$ cat src/rtl/xbar_cfg_pkg.sv
// xbar_cfg_pkg: shared sizes, selector type and loader FSM states for the crossbar config loader.
package xbar_cfg_pkg;
    localparam int NUM_IN  = 27;
    localparam int NUM_OUT = 36;
    localparam int SEL_W   = 5;
    localparam int IDX_W   = 6;
    localparam int CFG_W   = NUM_OUT * SEL_W;
    typedef logic [SEL_W-1:0] sel_t;
    typedef enum logic [1:0] {IDLE, LOAD, COMMIT} state_t;
endpackage

$ cat src/rtl/xbar_cfg_loader.sv
// xbar_cfg_loader: word-serial selector loader with atomic shadow-to-active commit.
// Optional readback of the active register when XBAR_CFG_READBACK_EN is defined.
module xbar_cfg_loader
    import xbar_cfg_pkg::*;
(
    input  logic             clk,
    input  logic             reset,
    input  logic             io_start,
    input  logic             io_cfg_valid,
    output logic             io_cfg_ready,
    input  sel_t             io_cfg_sel,
    output logic [CFG_W-1:0] io_mux_configs,
`ifdef XBAR_CFG_READBACK_EN
    input  logic [IDX_W-1:0] io_rd_idx,
    output sel_t             io_rd_sel,
`endif
    output logic             io_busy,
    output logic             io_done,
    output logic             io_err
);
    state_t             state_q, state_d;
    logic [IDX_W-1:0]   idx_q, idx_d;
    logic [CFG_W-1:0]   shadow_q, shadow_d;
    logic [CFG_W-1:0]   active_q, active_d;
    logic               err_q, err_d;
    logic               done_q, done_d;

    always_comb begin
        state_d  = state_q;
        idx_d    = idx_q;
        shadow_d = shadow_q;
        active_d = active_q;
        err_d    = err_q;
        done_d   = 1'b0;
        case (state_q)
            IDLE: if (io_start) begin
                state_d = LOAD;
                idx_d   = '0;
                err_d   = 1'b0;
            end
            // a restart wins over a beat in the same cycle; the shadow is left as is
            LOAD: if (io_start) begin
                idx_d = '0;
                err_d = 1'b0;
            end else if (io_cfg_valid) begin
                shadow_d[int'(idx_q)*SEL_W +: SEL_W] = io_cfg_sel;
                if (io_cfg_sel >= SEL_W'(NUM_IN))
                    err_d = 1'b1;
                if (idx_q == IDX_W'(NUM_OUT - 1)) begin
                    idx_d   = '0;
                    state_d = COMMIT;
                end else begin
                    idx_d = idx_q + IDX_W'(1);
                end
            end
            COMMIT: begin
                active_d = err_q ? active_q : shadow_q;
                done_d   = 1'b1;
                state_d  = IDLE;
            end
            default: state_d = IDLE;
        endcase
    end

    always_ff @(posedge clk or negedge reset) begin
        if (!reset) begin
            state_q  <= IDLE;
            idx_q    <= '0;
            shadow_q <= '0;
            active_q <= '0;
            err_q    <= 1'b0;
            done_q   <= 1'b0;
        end else begin
            state_q  <= state_d;
            idx_q    <= idx_d;
            shadow_q <= shadow_d;
            active_q <= active_d;
            err_q    <= err_d;
            done_q   <= done_d;
        end
    end

    assign io_cfg_ready   = state_q == LOAD;
    assign io_busy        = state_q != IDLE;
    assign io_done        = done_q;
    assign io_err         = err_q;
    assign io_mux_configs = active_q;

`ifdef XBAR_CFG_READBACK_EN
    assign io_rd_sel = (io_rd_idx < IDX_W'(NUM_OUT)) ? active_q[int'(io_rd_idx)*SEL_W +: SEL_W] : '0;
`endif
endmodule

$ cat config.mk
export PLATFORM = sky130hd
export DESIGN_NAME = xbar_cfg_loader
export DESIGN_NICKNAME = d
export VERILOG_FILES = /design/src/rtl/xbar_cfg_pkg.sv /design/src/rtl/xbar_cfg_loader.sv
export SDC_FILE = /design/constraint.sdc
export NUM_CORES = 1
export LEC_CHECK = 0
export ABC_AREA = 1
export BUFFER_PORTS_ARGS = -buffer_cell sky130_fd_sc_hd__buf_2
export CORE_ASPECT_RATIO = 0.8
export CORE_MARGIN = 2
export CORE_UTILIZATION = 25
export CTS_CLUSTER_DIAMETER = 100
export DETAILED_ROUTE_END_ITERATION = 10
export HOLD_SLACK_MARGIN = 0.05
export PLACE_DENSITY = 0.47
export SYNTH_ARGS = -nofsm -noshare
export SYNTH_HDL_FRONTEND = slang
export SYNTH_SLANG_ARGS = --single-unit
export TNS_END_PERCENT = 30
$ cat constraint.sdc
create_clock -name clk -period 5.2 [get_ports clk]
set_clock_uncertainty 0.2 [all_clocks]
set_input_delay 0.52 -clock clk [delete_from_list [all_inputs] [get_ports clk]]
set_output_delay 0.52 -clock clk [all_outputs]
set_load 0.01 [all_outputs]
==> results of run 1 <==
==> layer usage <==
layer | track usage | vias to the layer above | part of all wire
met4 | 0.0405 | 0 | 0.021
met5 | 0 | - | 0
met3 | 0.0453 | 55 | 0.078
met2 | 0.199 | 291 | 0.41
met1 | 0.204 | 5449 | 0.49
li1 | - | 5327 | -
==> registers in the layout (all words and copies together), names as in the netlist <==
name	count
idx_q	6
io_done	1
io_err	1
io_mux_configs	180
shadow_q	180
state_q	2
==> power breakdown <==
part / total, mW / switching (mW) / internal (mW)
registers: 2.99 / 0.0459 / 2.94
logic: 0.370 / 0.303 / 0.0665
clock network: 3.14 / 1.21 / 1.93
==> cell usage after synthesis, types with 2 or more instances <==
cell,number
nor2_1,144
a21oi_1,4
nand2_1,492
inv_1,41
nor3_1,2
mux2_2,180
clkbuf_1,18
buf_1,3
buf_4,11
nand3_2,2
ha_1,5
nand3_1,168
dfrtp_1,370
and2_1,5
inv_2,4
nand4_1,18
o22ai_1,2
nand2_2,4
buf_2,47
nor2_4,4
o21ai_0,3
nor2_2,3
==> how the worst max path moves through the flow <==
stage / startpoint / end / cells after the start
finish: idx_q[0]$_DFFE_PN0P_ / shadow_q[149]$_DFFE_PN0P_ / 11
global route: idx_q[0]$_DFFE_PN0P_ / shadow_q[134]$_DFFE_PN0P_ / 10
CTS: idx_q[0]$_DFFE_PN0P_ / shadow_q[149]$_DFFE_PN0P_ / 11
detailed placement: idx_q[0]$_DFFE_PN0P_ / shadow_q[149]$_DFFE_PN0P_ / 11
global placement: idx_q[0]$_DFFE_PN0P_ / shadow_q[40]$_DFFE_PN0P_ / 10
floorplan: idx_q[0]$_DFFE_PN0P_ / shadow_q[15]$_DFFE_PN0P_ / 13
==> kinds of logic after synthesis <==
kind of cell | after synthesis | share of synthesized area
XOR/XNOR | 1 | 0.000565
flip-flops | 370 | 0.597
multiplexers | 181 | 0.131
AND/OR/NAND/NOR | 844 | 0.226
buffers and inverters | 125 | 0.0372
adder cells (fa/ha/maj) | 5 | 0.00404
AO/OA/AOI/OAI | 10 | 0.00355
==> critical path, delay by kind of cell (launching register included) <==
family / cells / cell delay, ns
simple gates: 8 / 1.57
buf+inv: 2 / 0.62
fa+ha+maj: 1 / 0.31
flops: 1 / 0.58
==> final cells by class <==
class | count | area, sq um | share of cell area
Multi-Input combinational cell | 1041 | 5680 | 0.303
Clock inverter | 12 | 178 | 0.00949
Tap cell | 830 | 1040 | 0.0555
Sequential cell | 370 | 9260 | 0.494
Clock buffer | 62 | 1300 | 0.0694
Inverter | 45 | 169 | 0.00902
Timing Repair Buffer | 203 | 1110 | 0.0592
==> repair_timing <==
| action | CTS | global route |
|---|---|---|
| hold buffers | 2 | 0 |
| endpoints found under the hold margin | 98 | 0 |
| endpoints found under the setup margin | 0 | 0 |
==> impl_metrics.json, run 1 <==
{
  "dieHeight_um": 227,
  "synth_seq_cells": 370,
  "hold_viol_final": 0,
  "p_total_mw": 6.49,
  "drc": 0,
  "tightest_slew_ns": 1.02,
  "place_congestion": 0.835,
  "setup_ws_ns": 1.75,
  "maxCapViolations": 0,
  "async_flop_share": 1.00,
  "drtAntennaViolNets": 0,
  "placement_rows": 81,
  "crit_chain": "inv_1, ha_1, nand2_1, nand2_1, nand2_2, nand2_2, nor2_4, buf_12, nand2_1, nand2_1, nand2_1",
  "final_cell_mix": "491 x nand2_1, 370 x dfrtp_1, 191 x buf_2",
  "ys_seq_area_frac": 0.597,
  "io_pins": 193,
  "layoutNonFillerInstCount": 2563,
  "nets": 1718,
  "rsz0062_at_grt": "false",
  "grt_max_degree": 122,
  "hpwl_um": 31900,
  "slew_headroom": 0.318,
  "grt_pass1_vias": 11100,
  "whs_endpoint": "state_q[1]$_DFFE_PN0P_",
  "cts.htree.levels": 2,
  "synth.distinct_cells": 28,
  "hold_depth": 3,
  "n_antenna_cell": 0,
  "synth_top_cell_by_area": "dfrtp_1",
  "fillCellCount": 6357,
  "cts_tree": "done",
  "path_max_fanout": 96,
  "crit_type": "register to register",
  "status": "finished, final reports clean",
  "clock.fmax_mhz": 290,
  "cts.sinks": 370,
  "core_region_area_sq_mm": 0.0612,
  "synth_edf_count": 0,
  "drive_gt1_frac": 0.270,
  "synth_cells": 1536,
  "cts_buffers": 43,
  "clkTransAtPathRegs_ns": 0.06,
  "r2r_slack_ns": 1.75,
  "power_density_mw_per_mm2": 347,
  "yosysWarnings": 0,
  "min_path_type": "input port to register",
  "clock-root-buffer": "clkbuf_16",
  "worstHoldStart": "io_cfg_valid",
  "setup_viol": 0,
  "antenna_found_initial": 0,
  "r2r-end": "shadow_q[149]$_DFFE_PN0P_",
  "postCtsSetupRepairBufs": 0,
  "clk_path_buf_depth": 3,
  "synthFlopType": "dfrtp_1",
  "crit_path_max_incr_delay_ns": 0.66,
  "synth.top_cell.area_share": 0.597,
  "dieArea_sq_mm": 0.0640,
  "irDropWorstVdd_mv": 0.180,
  "syn_avg_cell_area_sq_um": 10.1,
  "power.leakage_nw": 10.4,
  "critPathArrivalTime_ns": 3.71,
  "grt_use_total": 0.141,
  "rr_worst_depth": 11,
  "post-route-period-util": 0.664,
  "portBuffers": 192,
  "drt_wl_total_um": 45200,
  "cp-end-kind": "register",
  "syn_area_sq_mm": 0.0155,
  "post-place-cells": 2487,
  "viasPerCell": 4.34,
  "syn-num-nets": 1550,
  "finalInstanceArea_sq_mm": 0.0187,
  "drtIter0Drc": 944,
  "r2r-start": "idx_q[0]$_DFFE_PN0P_",
  "synth.area.top_cells": "dfrtp_1 60%, mux2_2 13%, nand2_1 12%",
  "cp_common_cell": "nand2_1",
  "die_w_um": 282,
  "overflow": 0,
  "start_util": 0.253,
  "final_common_cell": "nand2_1",
  "areaGrowthSynthToFinish_pct": 20.8,
  "post_drt_wl_per_cell_um": 17.6,
  "dr.pass1.iters": 5,
  "slew_viol_final": 0,
  "cp.required_ns": 5.45,
  "dpl_cell_area_sq_mm": 0.0172,
  "clk_latency_ns": 0.57,
  "via_count": 11100,
  "grt_pass1_wl_um": 68600,
  "fin_crit_ns": 3.45,
  "crit_slowest_cell": "nand2_2",
  "postLayoutCoreUtil": 0.306,
  "startpoint_type": "register",
  "cts.repair.resized": 0,
  "holdWs_ns": 0.110,
  "dp_slack_ns": 1.82,
  "fin_tns_setup_ns": 0
}
Power figures use the tool's default switching activity.
==> run 2: changes to the inputs <==
Settings changed: PLACE_DENSITY 0.47 to 0.48.
Clock period 5.2 ns to 2.8 ns, I/O delays scaled along.
==> impl_metrics.json, run 2 (same netlist as run 1, synthesis figures left out) <==
{
  "cts.sinks": 370,
  "start_util": 0.253,
  "clk_path_buf_depth": 3,
  "crit_buf_inv": 3,
  "place_congestion": 0.830,
  "r2r-start": "idx_q[1]$_DFFE_PN0P_",
  "critical-path-top-delay-family": "simple AND/OR/NAND/NOR gates",
  "finalInstanceArea_sq_mm": 0.0192,
  "fin_tns_setup_ns": 0,
  "seqCellArea_sq_mm": 0.00926,
  "viasPerCell": 4.38,
  "rsz0062_at_grt": "false",
  "clkTransAtPathRegs_ns": 0.06,
  "rr_worst_depth": 11,
  "crit_path_max_incr_delay_ns": 0.42,
  "layoutNonFillerInstCount": 2613,
  "io_pins": 193,
  "crit_chain": "inv_1, ha_1, inv_1, nand2_1, nand2_2, inv_2, nand2_1, nor2_2, nand3_1, nand2_1, nand2_1",
  "dr.pass1.iters": 7,
  "power.leakage_nw": 10.6,
  "crit_cells": 11,
  "cts_tree": "done",
  "dieArea_sq_mm": 0.0640,
  "clock.fmax_mhz": 397,
  "dpl_cell_area_sq_mm": 0.0176,
  "grt_pass1_vias": 11200,
  "clk_latency_ns": 0.58,
  "cts_buffers": 42,
  "fillCellCount": 6424,
  "irDropWorstVdd_mv": 0.341,
  "drive_gt1_frac": 0.289,
  "grt_pass1_wl_um": 69300,
  "post-route-period-util": 0.899,
  "slew_headroom": 0.471,
  "p_clk_frac": 0.474,
  "cp.required_ns": 3.06,
  "status": "finished, final reports clean",
  "portBuffers": 192,
  "placement_rows": 81,
  "startpoint_type": "register",
  "holdWs_ns": 0.155,
  "switchingPower_mw": 2.93,
  "combPwrFrac": 0.066,
  "grt_use_total": 0.143,
  "internal-power_mw": 9.09,
  "r2r_slack_ns": 0.28,
  "critPathArrivalTime_ns": 2.78,
  "critPathCapture": "shadow_q[175]$_DFFE_PN0P_",
  "crit_slowest_cell": "dfrtp_1",
  "dieHeight_um": 227,
  "power_density_mw_per_mm2": 627,
  "cts.htree.levels": 2,
  "switching_share": 0.244,
  "multi_input_area_sq_mm": 0.00568,
  "nets": 1766,
  "grt_max_degree": 83,
  "n_antenna_cell": 0,
  "cp-end-kind": "register",
  "critPathLaunch": "idx_q[1]$_DFFE_PN0P_",
  "hpwl_um": 33200,
  "antenna_found_initial": 0,
  "clock-root-buffer": "clkbuf_16",
  "min_path_type": "input port to async pin",
  "seq_power_share": 0.460,
  "postLayoutCoreUtil": 0.313,
  "tightest_slew_ns": 0.794,
  "hold_viol_final": 0,
  "slew_viol_final": 0,
  "fin_crit_ns": 2.52,
  "final_cell_mix": "491 x nand2_1, 370 x dfrtp_1, 191 x buf_2",
  "maxCapViolations": 0,
  "drt_wl_total_um": 46000,
  "p_total_mw": 12.0,
  "areaGrowthSynthToFinish_pct": 23.6,
  "post-place-cells": 2530,
  "setup_viol": 0,
  "via_count": 11500,
  "die_w_um": 282,
  "crit_type": "register to register",
  "dp_slack_ns": 0.0960,
  "cp_common_cell": "nand2_1",
  "overflow": 0,
  "post_drt_wl_per_cell_um": 17.6,
  "drtIter0Drc": 807,
  "final_common_cell": "nand2_1",
  "drc": 0,
  "setup_ws_ns": 0.284,
  "postCtsSetupRepairBufs": 0,
  "r2r-end": "shadow_q[175]$_DFFE_PN0P_",
  "drtAntennaViolNets": 0,
  "core_region_area_sq_mm": 0.0612,
  "path_max_fanout": 14
}
run 2: how the worst min path moves through the flow:
stage,from,to,slack (ns),cells past startpoint
2_1_floorplan,reset,idx_q[0]$_DFFE_PN0P_,-0.22,0
3_3_place_gp,reset,io_mux_configs[41]$_DFFE_PN0P_,0.18,1
3_5_place_dp,reset,io_mux_configs[41]$_DFFE_PN0P_,0.18,1
4_1_cts,reset,io_mux_configs[41]$_DFFE_PN0P_,0.16,2
5_1_grt,reset,io_mux_configs[127]$_DFFE_PN0P_,0.21,2
6_report,reset,io_mux_configs[127]$_DFFE_PN0P_,0.15,2
run 2: layer usage:
layer | wire length [um] | up-vias | GRT usage | part of all wire
met5 | 0 | - | 0 | 0
met4 | 1600 | 0 | 0.0507 | 0.035
met3 | 3240 | 93 | 0.0445 | 0.070
met2 | 18700 | 321 | 0.201 | 0.41
met1 | 22400 | 5606 | 0.206 | 0.49
li1 | - | 5437 | - | -
run 2: area by class of cell:
| type | count | area share |
|---|---|---|
| Inverter | 45 | 0.00881 |
| Timing Repair Buffer | 252 | 0.0824 |
| Clock inverter | 16 | 0.00914 |
| Tap cell | 830 | 0.0542 |
| Clock buffer | 59 | 0.0661 |
| Multi-Input combinational cell | 1041 | 0.296 |
| Sequential cell | 370 | 0.483 |
run 2: power groups by stage:
stage	logic, mW	registers, mW	clock network (mW)
after floorplan	0.447	5.60	0
after global placement	0.774	5.62	0
after detailed placement	0.787	5.62	0
after CTS	0.799	5.53	5.88
after global routing	0.886	5.54	6.11
final	0.792	5.53	5.70
run 2: timing repair:
item	4_1_cts	5_1_grt
endpoints found under the hold margin	133	0
endpoints found under the setup margin	0	15
gates resized for setup	0	2
hold buffers	8	0
run 2: worst reg2reg max path: stages (launching register included):
cell and delay, ns:
dfrtp_1 0.42, inv_1 0.14, ha_1 0.18, inv_1 0.04, nand2_1 0.07, nand2_2 0.16, inv_2 0.22, nand2_1 0.12
nor2_2 0.40, nand3_1 0.28, nand2_1 0.13, nand2_1 0.06
